`src/rtl/display_scheduler_pkg.sv`:
```
// Shared types and constants for the display scheduler.
//   state_e     : view state machine encoding (RUN / SET / ERR)
//   SRC_*       : disp_src codes presented to the scanner side
//   BLANK       : digit code that the scanner renders as an unlit digit
//   ERR_LETTER  : digit code rendered as the letter 'E'
//   seg_frame_t : four latched digit codes, leftmost digit in d3
package display_scheduler_pkg;

  typedef enum logic [1:0] {
    ST_RUN = 2'b00,
    ST_SET = 2'b01,
    ST_ERR = 2'b10
  } state_e;

  localparam logic [1:0] SRC_RUN = 2'b00;
  localparam logic [1:0] SRC_SET = 2'b01;
  localparam logic [1:0] SRC_ERR = 2'b10;

  localparam logic [3:0] BLANK      = 4'hF;
  localparam logic [3:0] ERR_LETTER = 4'hE;

  // Index of the last digit in a scan frame
  localparam logic [1:0] DIGIT_LAST = 2'd3;

  typedef struct packed {
    logic [3:0] d3;
    logic [3:0] d2;
    logic [3:0] d1;
    logic [3:0] d0;
  } seg_frame_t;

  // Map a view state onto the disp_src code the scanner sees
  function automatic logic [1:0] src_of(input state_e s);
    case (s)
      ST_SET:  return SRC_SET;
      ST_ERR:  return SRC_ERR;
      default: return SRC_RUN;
    endcase
  endfunction

endpackage

```
`src/rtl/scan_prescaler.sv`:
```
// Scan-rate prescaler and digit counter.
//   clk, rst_n   : system clock, asynchronous active-low reset
//   scan_tick_o  : one-cycle pulse every SCAN_DIV clocks (count == SCAN_DIV-1)
//   frame_end_o  : scan_tick_o coinciding with the last digit of the frame
module scan_prescaler
  import display_scheduler_pkg::*;
#(
  parameter int unsigned SCAN_DIV = 50000
) (
  input  logic clk,
  input  logic rst_n,
  output logic scan_tick_o,
  output logic frame_end_o
);

  localparam int unsigned CNT_W = $clog2(SCAN_DIV);
  localparam logic [CNT_W-1:0] CNT_LAST = CNT_W'(SCAN_DIV - 1);

  logic [CNT_W-1:0] cnt_q, cnt_d;
  logic [1:0]       dig_q, dig_d;
  logic             tick_q, tick_d;
  logic             fe_q, fe_d;

  // Pulses are decoded from the next count so they are registered yet
  // still high exactly in the cycle the count sits at its last value.
  always_comb begin
    cnt_d  = (cnt_q == CNT_LAST) ? '0 : cnt_q + CNT_W'(1);
    dig_d  = tick_q ? dig_q + 2'd1 : dig_q;
    tick_d = (cnt_d == CNT_LAST);
    fe_d   = tick_d && (dig_d == DIGIT_LAST);
  end

  always_ff @(posedge clk or negedge rst_n) begin
    if (!rst_n) begin
      cnt_q  <= '0;
      dig_q  <= '0;
      tick_q <= 1'b0;
      fe_q   <= 1'b0;
    end else begin
      cnt_q  <= cnt_d;
      dig_q  <= dig_d;
      tick_q <= tick_d;
      fe_q   <= fe_d;
    end
  end

  assign scan_tick_o = tick_q;
  assign frame_end_o = fe_q;

endmodule

```
`src/rtl/display_scheduler.sv`:
```
// Four-digit display scheduler: picks the RUN / SET / ERR view, blinks the
// error view and latches a tear-free frame for the scanner at frame ends.
//   clk, rst_n     : system clock, asynchronous active-low reset
//   run_digits_i   : countdown view, [15:12] leftmost digit
//   set_digits_i   : user-setting view, same packing
//   set_req_i      : one-cycle pulse per user edit
//   err_req_i      : error condition level
//   err_code_i     : error number shown in the ERR view
//   scan_tick_o    : scanner clock enable
//   seg3_o..seg0_o : latched digit codes, 4'hF = blank
//   disp_src_o     : view currently on the display (00 RUN, 01 SET, 10 ERR)
module display_scheduler
  import display_scheduler_pkg::*;
#(
  parameter int unsigned SCAN_DIV   = 50000,
  parameter int unsigned BLINK_HALF = 250,
  parameter int unsigned SET_HOLD   = 500
) (
  input  logic        clk,
  input  logic        rst_n,
  input  logic [15:0] run_digits_i,
  input  logic [15:0] set_digits_i,
  input  logic        set_req_i,
  input  logic        err_req_i,
  input  logic [3:0]  err_code_i,
  output logic        scan_tick_o,
  output logic [3:0]  seg3_o,
  output logic [3:0]  seg2_o,
  output logic [3:0]  seg1_o,
  output logic [3:0]  seg0_o,
  output logic [1:0]  disp_src_o
);

  localparam int unsigned HOLD_W  = $clog2(SET_HOLD + 1);
  localparam int unsigned BLINK_W = $clog2(BLINK_HALF + 1);
  localparam logic [HOLD_W-1:0]  HOLD_LOAD  = HOLD_W'(SET_HOLD);
  localparam logic [BLINK_W-1:0] BLINK_LAST = BLINK_W'(BLINK_HALF - 1);

  logic frame_end;

  scan_prescaler #(
    .SCAN_DIV (SCAN_DIV)
  ) u_scan_prescaler (
    .clk         (clk),
    .rst_n       (rst_n),
    .scan_tick_o (scan_tick_o),
    .frame_end_o (frame_end)
  );

  state_e             state_q, state_d;
  logic [HOLD_W-1:0]  hold_q, hold_d;
  logic [BLINK_W-1:0] blink_cnt_q, blink_cnt_d;
  logic               blink_blank_q, blink_blank_d;
  seg_frame_t         frame_q, frame_d;
  logic [1:0]         src_q, src_d;

  // Next state, hold/blink counters and frame latch
  always_comb begin
    state_d       = state_q;
    hold_d        = hold_q;
    blink_cnt_d   = blink_cnt_q;
    blink_blank_d = blink_blank_q;
    frame_d       = frame_q;
    src_d         = src_q;

    // The frame shows the view that was active during the frame just
    // scanned, so a state change appears one boundary later.
    if (frame_end) begin
      if (blink_cnt_q == BLINK_LAST) begin
        blink_cnt_d   = '0;
        blink_blank_d = ~blink_blank_q;
      end else begin
        blink_cnt_d = blink_cnt_q + BLINK_W'(1);
      end

      case (state_q)
        ST_SET: frame_d = seg_frame_t'(set_digits_i);
        ST_ERR: begin
          if (blink_blank_q) begin
            frame_d = '{default: BLANK};
          end else begin
            frame_d = '{d3: ERR_LETTER, d2: BLANK, d1: BLANK, d0: err_code_i};
          end
        end
        default: frame_d = seg_frame_t'(run_digits_i);
      endcase
      src_d = src_of(state_q);
    end

    // Error dominates; entering it restarts the blink on the visible phase
    if (err_req_i) begin
      state_d = ST_ERR;
      hold_d  = '0;
      if (state_q != ST_ERR) begin
        blink_cnt_d   = '0;
        blink_blank_d = 1'b0;
      end
    end else if (state_q == ST_ERR) begin
      state_d = ST_RUN;
    end else if (set_req_i) begin
      state_d = ST_SET;
      hold_d  = HOLD_LOAD;
    end else if ((state_q == ST_SET) && frame_end) begin
      hold_d = hold_q - HOLD_W'(1);
      if (hold_d == '0) begin
        state_d = ST_RUN;
      end
    end
  end

  always_ff @(posedge clk or negedge rst_n) begin
    if (!rst_n) begin
      state_q       <= ST_RUN;
      hold_q        <= '0;
      blink_cnt_q   <= '0;
      blink_blank_q <= 1'b0;
      frame_q       <= '{default: BLANK};
      src_q         <= SRC_RUN;
    end else begin
      state_q       <= state_d;
      hold_q        <= hold_d;
      blink_cnt_q   <= blink_cnt_d;
      blink_blank_q <= blink_blank_d;
      frame_q       <= frame_d;
      src_q         <= src_d;
    end
  end

  assign seg3_o     = frame_q.d3;
  assign seg2_o     = frame_q.d2;
  assign seg1_o     = frame_q.d1;
  assign seg0_o     = frame_q.d0;
  assign disp_src_o = src_q;

endmodule

```
`config.mk`:
```
export PLATFORM = sky130hd
export DESIGN_NAME = display_scheduler
export DESIGN_NICKNAME = d
export VERILOG_FILES = /design/src/rtl/display_scheduler_pkg.sv /design/src/rtl/scan_prescaler.sv /design/src/rtl/display_scheduler.sv
export SDC_FILE = /design/constraint.sdc
export NUM_CORES = 1
export LEC_CHECK = 0
export BUFFER_PORTS_ARGS = -buffer_cell sky130_fd_sc_hd__buf_4
export CORE_ASPECT_RATIO = 0.9
export CORE_UTILIZATION = 45
export CTS_BUF_LIST = sky130_fd_sc_hd__clkbuf_16
export DETAILED_ROUTE_END_ITERATION = 10
export HOLD_SLACK_MARGIN = 0.1
export PLACE_DENSITY = 0.71
export SYNTH_ARGS = -nofsm -noshare
export SYNTH_HDL_FRONTEND = slang
export SYNTH_HIERARCHICAL = 1
export SYNTH_SLANG_ARGS = --single-unit
```
`constraint.sdc`:
```
create_clock -name clk -period 2.1 [get_ports clk]
set_input_delay 0 -clock clk [delete_from_list [all_inputs] [get_ports clk]]
set_output_delay 0 -clock clk [all_outputs]
set_load 0.05 [all_outputs]
```
### After elaboration in Yosys (flattened, before gate mapping)

Index checks and enable logic that the tools add are counted.

* flip-flop bits (word level): 58
* input port bits: 40
* output and inout bits: 19
* word-level logic and storage cells: 56

* $add $sub $neg: 4
* equal/unequal tests: 8
* multiplexer cells: 22
* bitwise logic cells: 1
* reduce and logical (&&, ||, !) cells: 8

Operators with widths (number)
* 9-bit 2-to-1 mux: 4
* 16-bit == test, second input constant: 2
* 8-bit 2-to-1 mux: 4
* 16-bit one-hot mux with 2 select lines: 1
* 16-bit by 1-bit adder with 16-bit output, second input constant: 1
* 16-bit 2-to-1 mux: 1
* 13-bit 2-to-1 mux: 1
* 2-bit 2-to-1 mux: 6
* 9-bit logical NOT: 1
* 9-bit by 1-bit subtractor with 9-bit output, second input constant: 1
* 8-bit by 1-bit adder with 8-bit output, second input constant: 1
* 8-bit == test, second input constant: 1
* 4-bit nonzero test: 2
* 2-bit == test, second input constant: 2
* 1-bit 2-to-1 mux: 4
* 2-bit inequality test, second input constant: 2
* 2-bit one-hot mux with 2 select lines: 1
* 2-bit AND reduction: 2
* 3-bit nonzero test: 1
* 2-bit by 1-bit adder with 2-bit output, second input constant: 1
* 2-bit by 1-bit == test with 1-bit output, second input constant: 1
* 1-bit logical AND: 2
* 1-bit inverter: 1

### Depth between registers and ports, before layout

* word-level depth: 7
* gate-level depth with buffers: 9
* gate-level depth less buffers: 7

### Modules after synthesis

The synthesis kept the hierarchy.

Modules (own cells, without submodules)
* display_scheduler: times used 1, cells each 242, area an instance 2217.1 sq um, seq. area each 970.9 sq um
* scan_prescaler: times used 1, cells each 99, area an instance 1029.7 sq um, seq. area each 500.5 sq um

### Least setup slack after synthesis

No wires, ideal clock.

* path type: reg2reg
* start: reg hold_q[0]
* end: reg state_q[1]
* setup time: 0.120 ns
* arrival time: 2.075 ns
* data required time: 1.980 ns
* path slack: -0.095 ns
* stages on the path, launching flop included: 9
* path buffers: 1
* period minus slack after synthesis: 2.195 ns
* path through: dfrtp_1 -> buf_6 -> inv_1 -> ha_1 -> o21ai_0 -> or3_2 -> o211ai_1 -> or4b_1 -> a31o_1

* word-level cells in the longest chain between the ends: 4

Ends and longest elaborated chain
* start, declared: line display_scheduler.sv:51 `logic [HOLD_W-1:0] hold_q, hold_d;`
* start signal, assigned: line display_scheduler.sv:121 `hold_q <= hold_d;`
* 9-bit by 1-bit subtractor with 9-bit output: line display_scheduler.sv:104 `hold_d = hold_q - HOLD_W'(1);`
* 9-bit logical NOT: line display_scheduler.sv:105 `if (hold_d == '0) begin`
* 4-bit nonzero test (no source line)
* 2-bit AND reduction (no source line)
* end signal, assigned: line display_scheduler.sv:120 `state_q <= state_d;`
* end, declared: line display_scheduler.sv:50 `state_e state_q, state_d;`

Every way passes these cells.
A chain may end at the register's enable or synchronous reset.

### Final worst setup path

* start: reg hold_q[1]
* end: reg state_q[0]

The elaborated chain is that of the path after synthesis.

==> impl_results.md <==
- Max Cap Viol: 0
- Initial core utilization: 0.480
- Outcome: finished clean
- Final WS setup: 0.0171 ns
- Layout cell share with drive strength beyond 1: 0.321
- Largest family of logic cells by synthesized area: simple AND/OR/NAND/NOR gates
- Die Y: 82.6 um
- DR DRC count: 0
- GRT Total Usage: 0.222
- Non-Filler Instances: 536
- Post-synthesis async set-or-reset flop share: 1.00
- Avg Synthesized Cell Area: 9.52 sq um
- H-tree levels: 3
- Crit path max fanout: 4
- Hpwl dp: 5250 um
- Final ANT Viol Nets: 0
- Critical path class: reg -> reg
- Xor and xnor fraction of the mapped netlist area: 0.0593
- Compound-gate portion of the synthesized area: 0.148
- Post-synthesis adder-cell area fraction: 0.0308
- CTS tree: done
- Area growth syn-to-layout: 36.0%
- I/O Buffers: 58
- Die footprint: 0.00756 sq mm
- Power per Cell Area: 634 mW/mm^2
- Final Hold Fails: 0
- Crit path launch: hold_q[1]
- TritonRoute pass-1 iters: 4
- Total number of vias: 2,886
- Syn. warnings: 6
- Top FF cell, synth: dfrtp_1
- Unique masters post-synth: 51
- VDD IR-drop max: 0.000419 V
- Routed wire per std cell: 15.2 um
- Initial antenna violation count: 0
- Fin util: 0.653
- CTS Buf Count: 9
- Syn nets: 389
- Fmax: 480 MHz
- Slew @ Worst Pin: 0.727 ns
- Leakage: 2.02 nW
- Row count: 28
- Grt total ovfl: 0
- Relative slew slack: 0.516
- Root buffer cell: clkbuf_16
- R2r startpoint: hold_q[1]
- EDFF count, synth: 0
- CTS clk-pin slew, worst paths: 0.05 ns
- Clk buf depth: 2
- Worst path max stage delay: 0.49 ns
- Min cycle time layout: 2.08 ns
- Crit-path cells: inv_2 -> ha_4 -> o21ai_2 -> or3_2 -> o211ai_1 -> or4b_4 -> a32o_1
- Vias in the first global route: 2,711
- CP Data Required Time: 2.31 ns
- Detailed Route WL: 8170 um
- CP Launch Type: register
- Buf/Inv on CP: 1
- Core ar.: 0.00676 sq mm
- CTS Sinks: 58
- Unrepaired setup endpoints after global routing: true
- Die Span X: 91.5 um
- First-pass GRT wire length: 13,000 um
- Slowest-stage cell, CP: or4b_4
- Register area share after synthesis: 0.453
- RePlAce Congestion: 0.864
- Clock latency on the worst-skew pair: 0.32 ns
- Antenna cells: 0
- Pre-CTS setup slack: -0.0596 ns
- Final Max Tran Viols: 0
- Crit. End Element: register
- Post-Syn Area: 0.00325 sq mm
- Average via count per standard cell: 5.38
- Top delay family on crit path: simple AND/OR/NAND/NOR gates
- Nets: 489
- Synth Register Bits: 58
- Final setup viols: 0
- Final period util: 0.992
- Synthesized instance count: 341
- Placed Cells incl. Taps: 489
- Hold_sp: set_digits_i[11]
- Critical Path AT: 2.29 ns
- Post-synthesis mux area share: 0.0609
- Worst Hold Class: in -> reg
- Io pins: 59
- Layout Skew: 0.00626 ns
- Largest net degree at the start of global routing: 59
- Simple-gate share of the synthesized area: 0.192
- Starting DRT DRC Count: 115
[kinds of logic (layout without fill, tap and decap cells)]
logic type	count (synthesis)	in the layout
simple gates	117	117
fa+ha+maj	8	8
xor+xnor	22	22
buf+inv	32	137
mux	18	18
flops	58	58
compound gates	86	86
[per-stage QoR]
stage,area [sq um],setup TNS (ns),hold slack (ns),power (mW)
floorplan,3260,0,-0.296,1.35
global placement,3810,0,0.104,1.48
detailed placement,3810,-0.0775,0.110,1.48
CTS,4340,0,0.100,2.80
global route,4410,-0.179,0.134,2.92
finish,4410,0,0.106,2.80
[worst reg2reg max path, stage by stage, from the launching register on]
cell	delay, ns
dfrtp_2	0.42
inv_2	0.08
ha_4	0.14
o21ai_2	0.05
or3_2	0.41
o211ai_1	0.16
or4b_4	0.49
a32o_1	0.22
[layout by cell type, fill, tap and decap left out, types with 15 or more instances in the layout]
cell / n
o21ai_0: 38
dfstp_2: 16
nor2_1: 28
dfrtp_1: 41
a21oi_1: 29
buf_4: 77
inv_1: 17
dlygate4sd3_1: 25
nand2_1: 32
xor2_1: 15
[what timing repair did]
| item | CTS | global route |
|---|---|---|
| endpoints found under the setup margin | 2 | 8 |
| endpoints found under the hold margin | 67 | 0 |
| gates resized for setup | 2 | 10 |
| pin swaps | 3 | 1 |
| hold buffers | 25 | 0 |
| buffers inserted | 2 | 4 |
[cell type report]
cell class                      instances  area (sq um)
Fill cell                             525          2350
Sequential cell                        58          1470
Timing Repair Buffer                  105           870
Inverter                               16          60.1
Clock inverter                          7          30.0
Clock buffer                            9           225
Tap cell                               90           113
Multi-Input combinational cell        251          1640
[synthesized netlist by cell type (all sizes together) (4+ instances only)]
master | n | area, sq um
nand3 | 9 | 55.1
nor4 | 5 | 37.5
mux2i | 4 | 40.0
nor3 | 8 | 45.0
nor2 | 28 | 105
xnor2 | 7 | 61.3
clkbuf | 11 | 71.3
ha | 8 | 100
xor2 | 15 | 131
nand4 | 8 | 50.1
or3 | 7 | 47.5
inv | 16 | 60.1
buf | 5 | 50.0
o21ai | 40 | 200
dfstp | 16 | 420
a21oi | 30 | 150
mux2 | 14 | 158
dfrtp | 42 | 1050
nand2 | 32 | 120
[power breakdown]
| group | switching, mW | total (mW) | internal [mW] |
|---|---|---|---|
| clock | 0.470 | 1.24 | 0.771 |
| combinational | 0.199 | 0.402 | 0.203 |
| sequential | 0.0175 | 1.15 | 1.14 |
[routing by layer]
layer,GRT usage,share of wire,vias to the layer above
met4,0.0841,0.015,0
li1,-,-,1409
met1,0.282,0.45,1391
met5,0,0,-
met2,0.367,0.50,74
met3,0.0577,0.037,12
[path summary, 6_finish.rpt]
kind                              end  slack [ns]  cells after the start
hold / removal              seg2_o[3]        0.11                      4
hold reg to reg             seg0_o[3]        0.47                      2
setup reg to reg           state_q[0]        0.02                      7
min in group asynchronous   hold_q[4]        0.28                      2
setup / recovery           state_q[0]        0.02                      7
max in group asynchronous   hold_q[1]        1.30                      2
[registers in the layout (all words and copies together) (netlist names)]
register,flops
blink_blank_q,1
seg1_o,4
disp_src_o,2
u_scan_prescaler/dig_q,2
u_scan_prescaler/cnt_q,16
u_scan_prescaler/scan_tick_o,1
u_scan_prescaler/frame_end_o,1
seg3_o,4
hold_q,9
seg0_o,4
state_q,2
blink_cnt_q,8
seg2_o,4
Power figures use the tool's default switching activity.
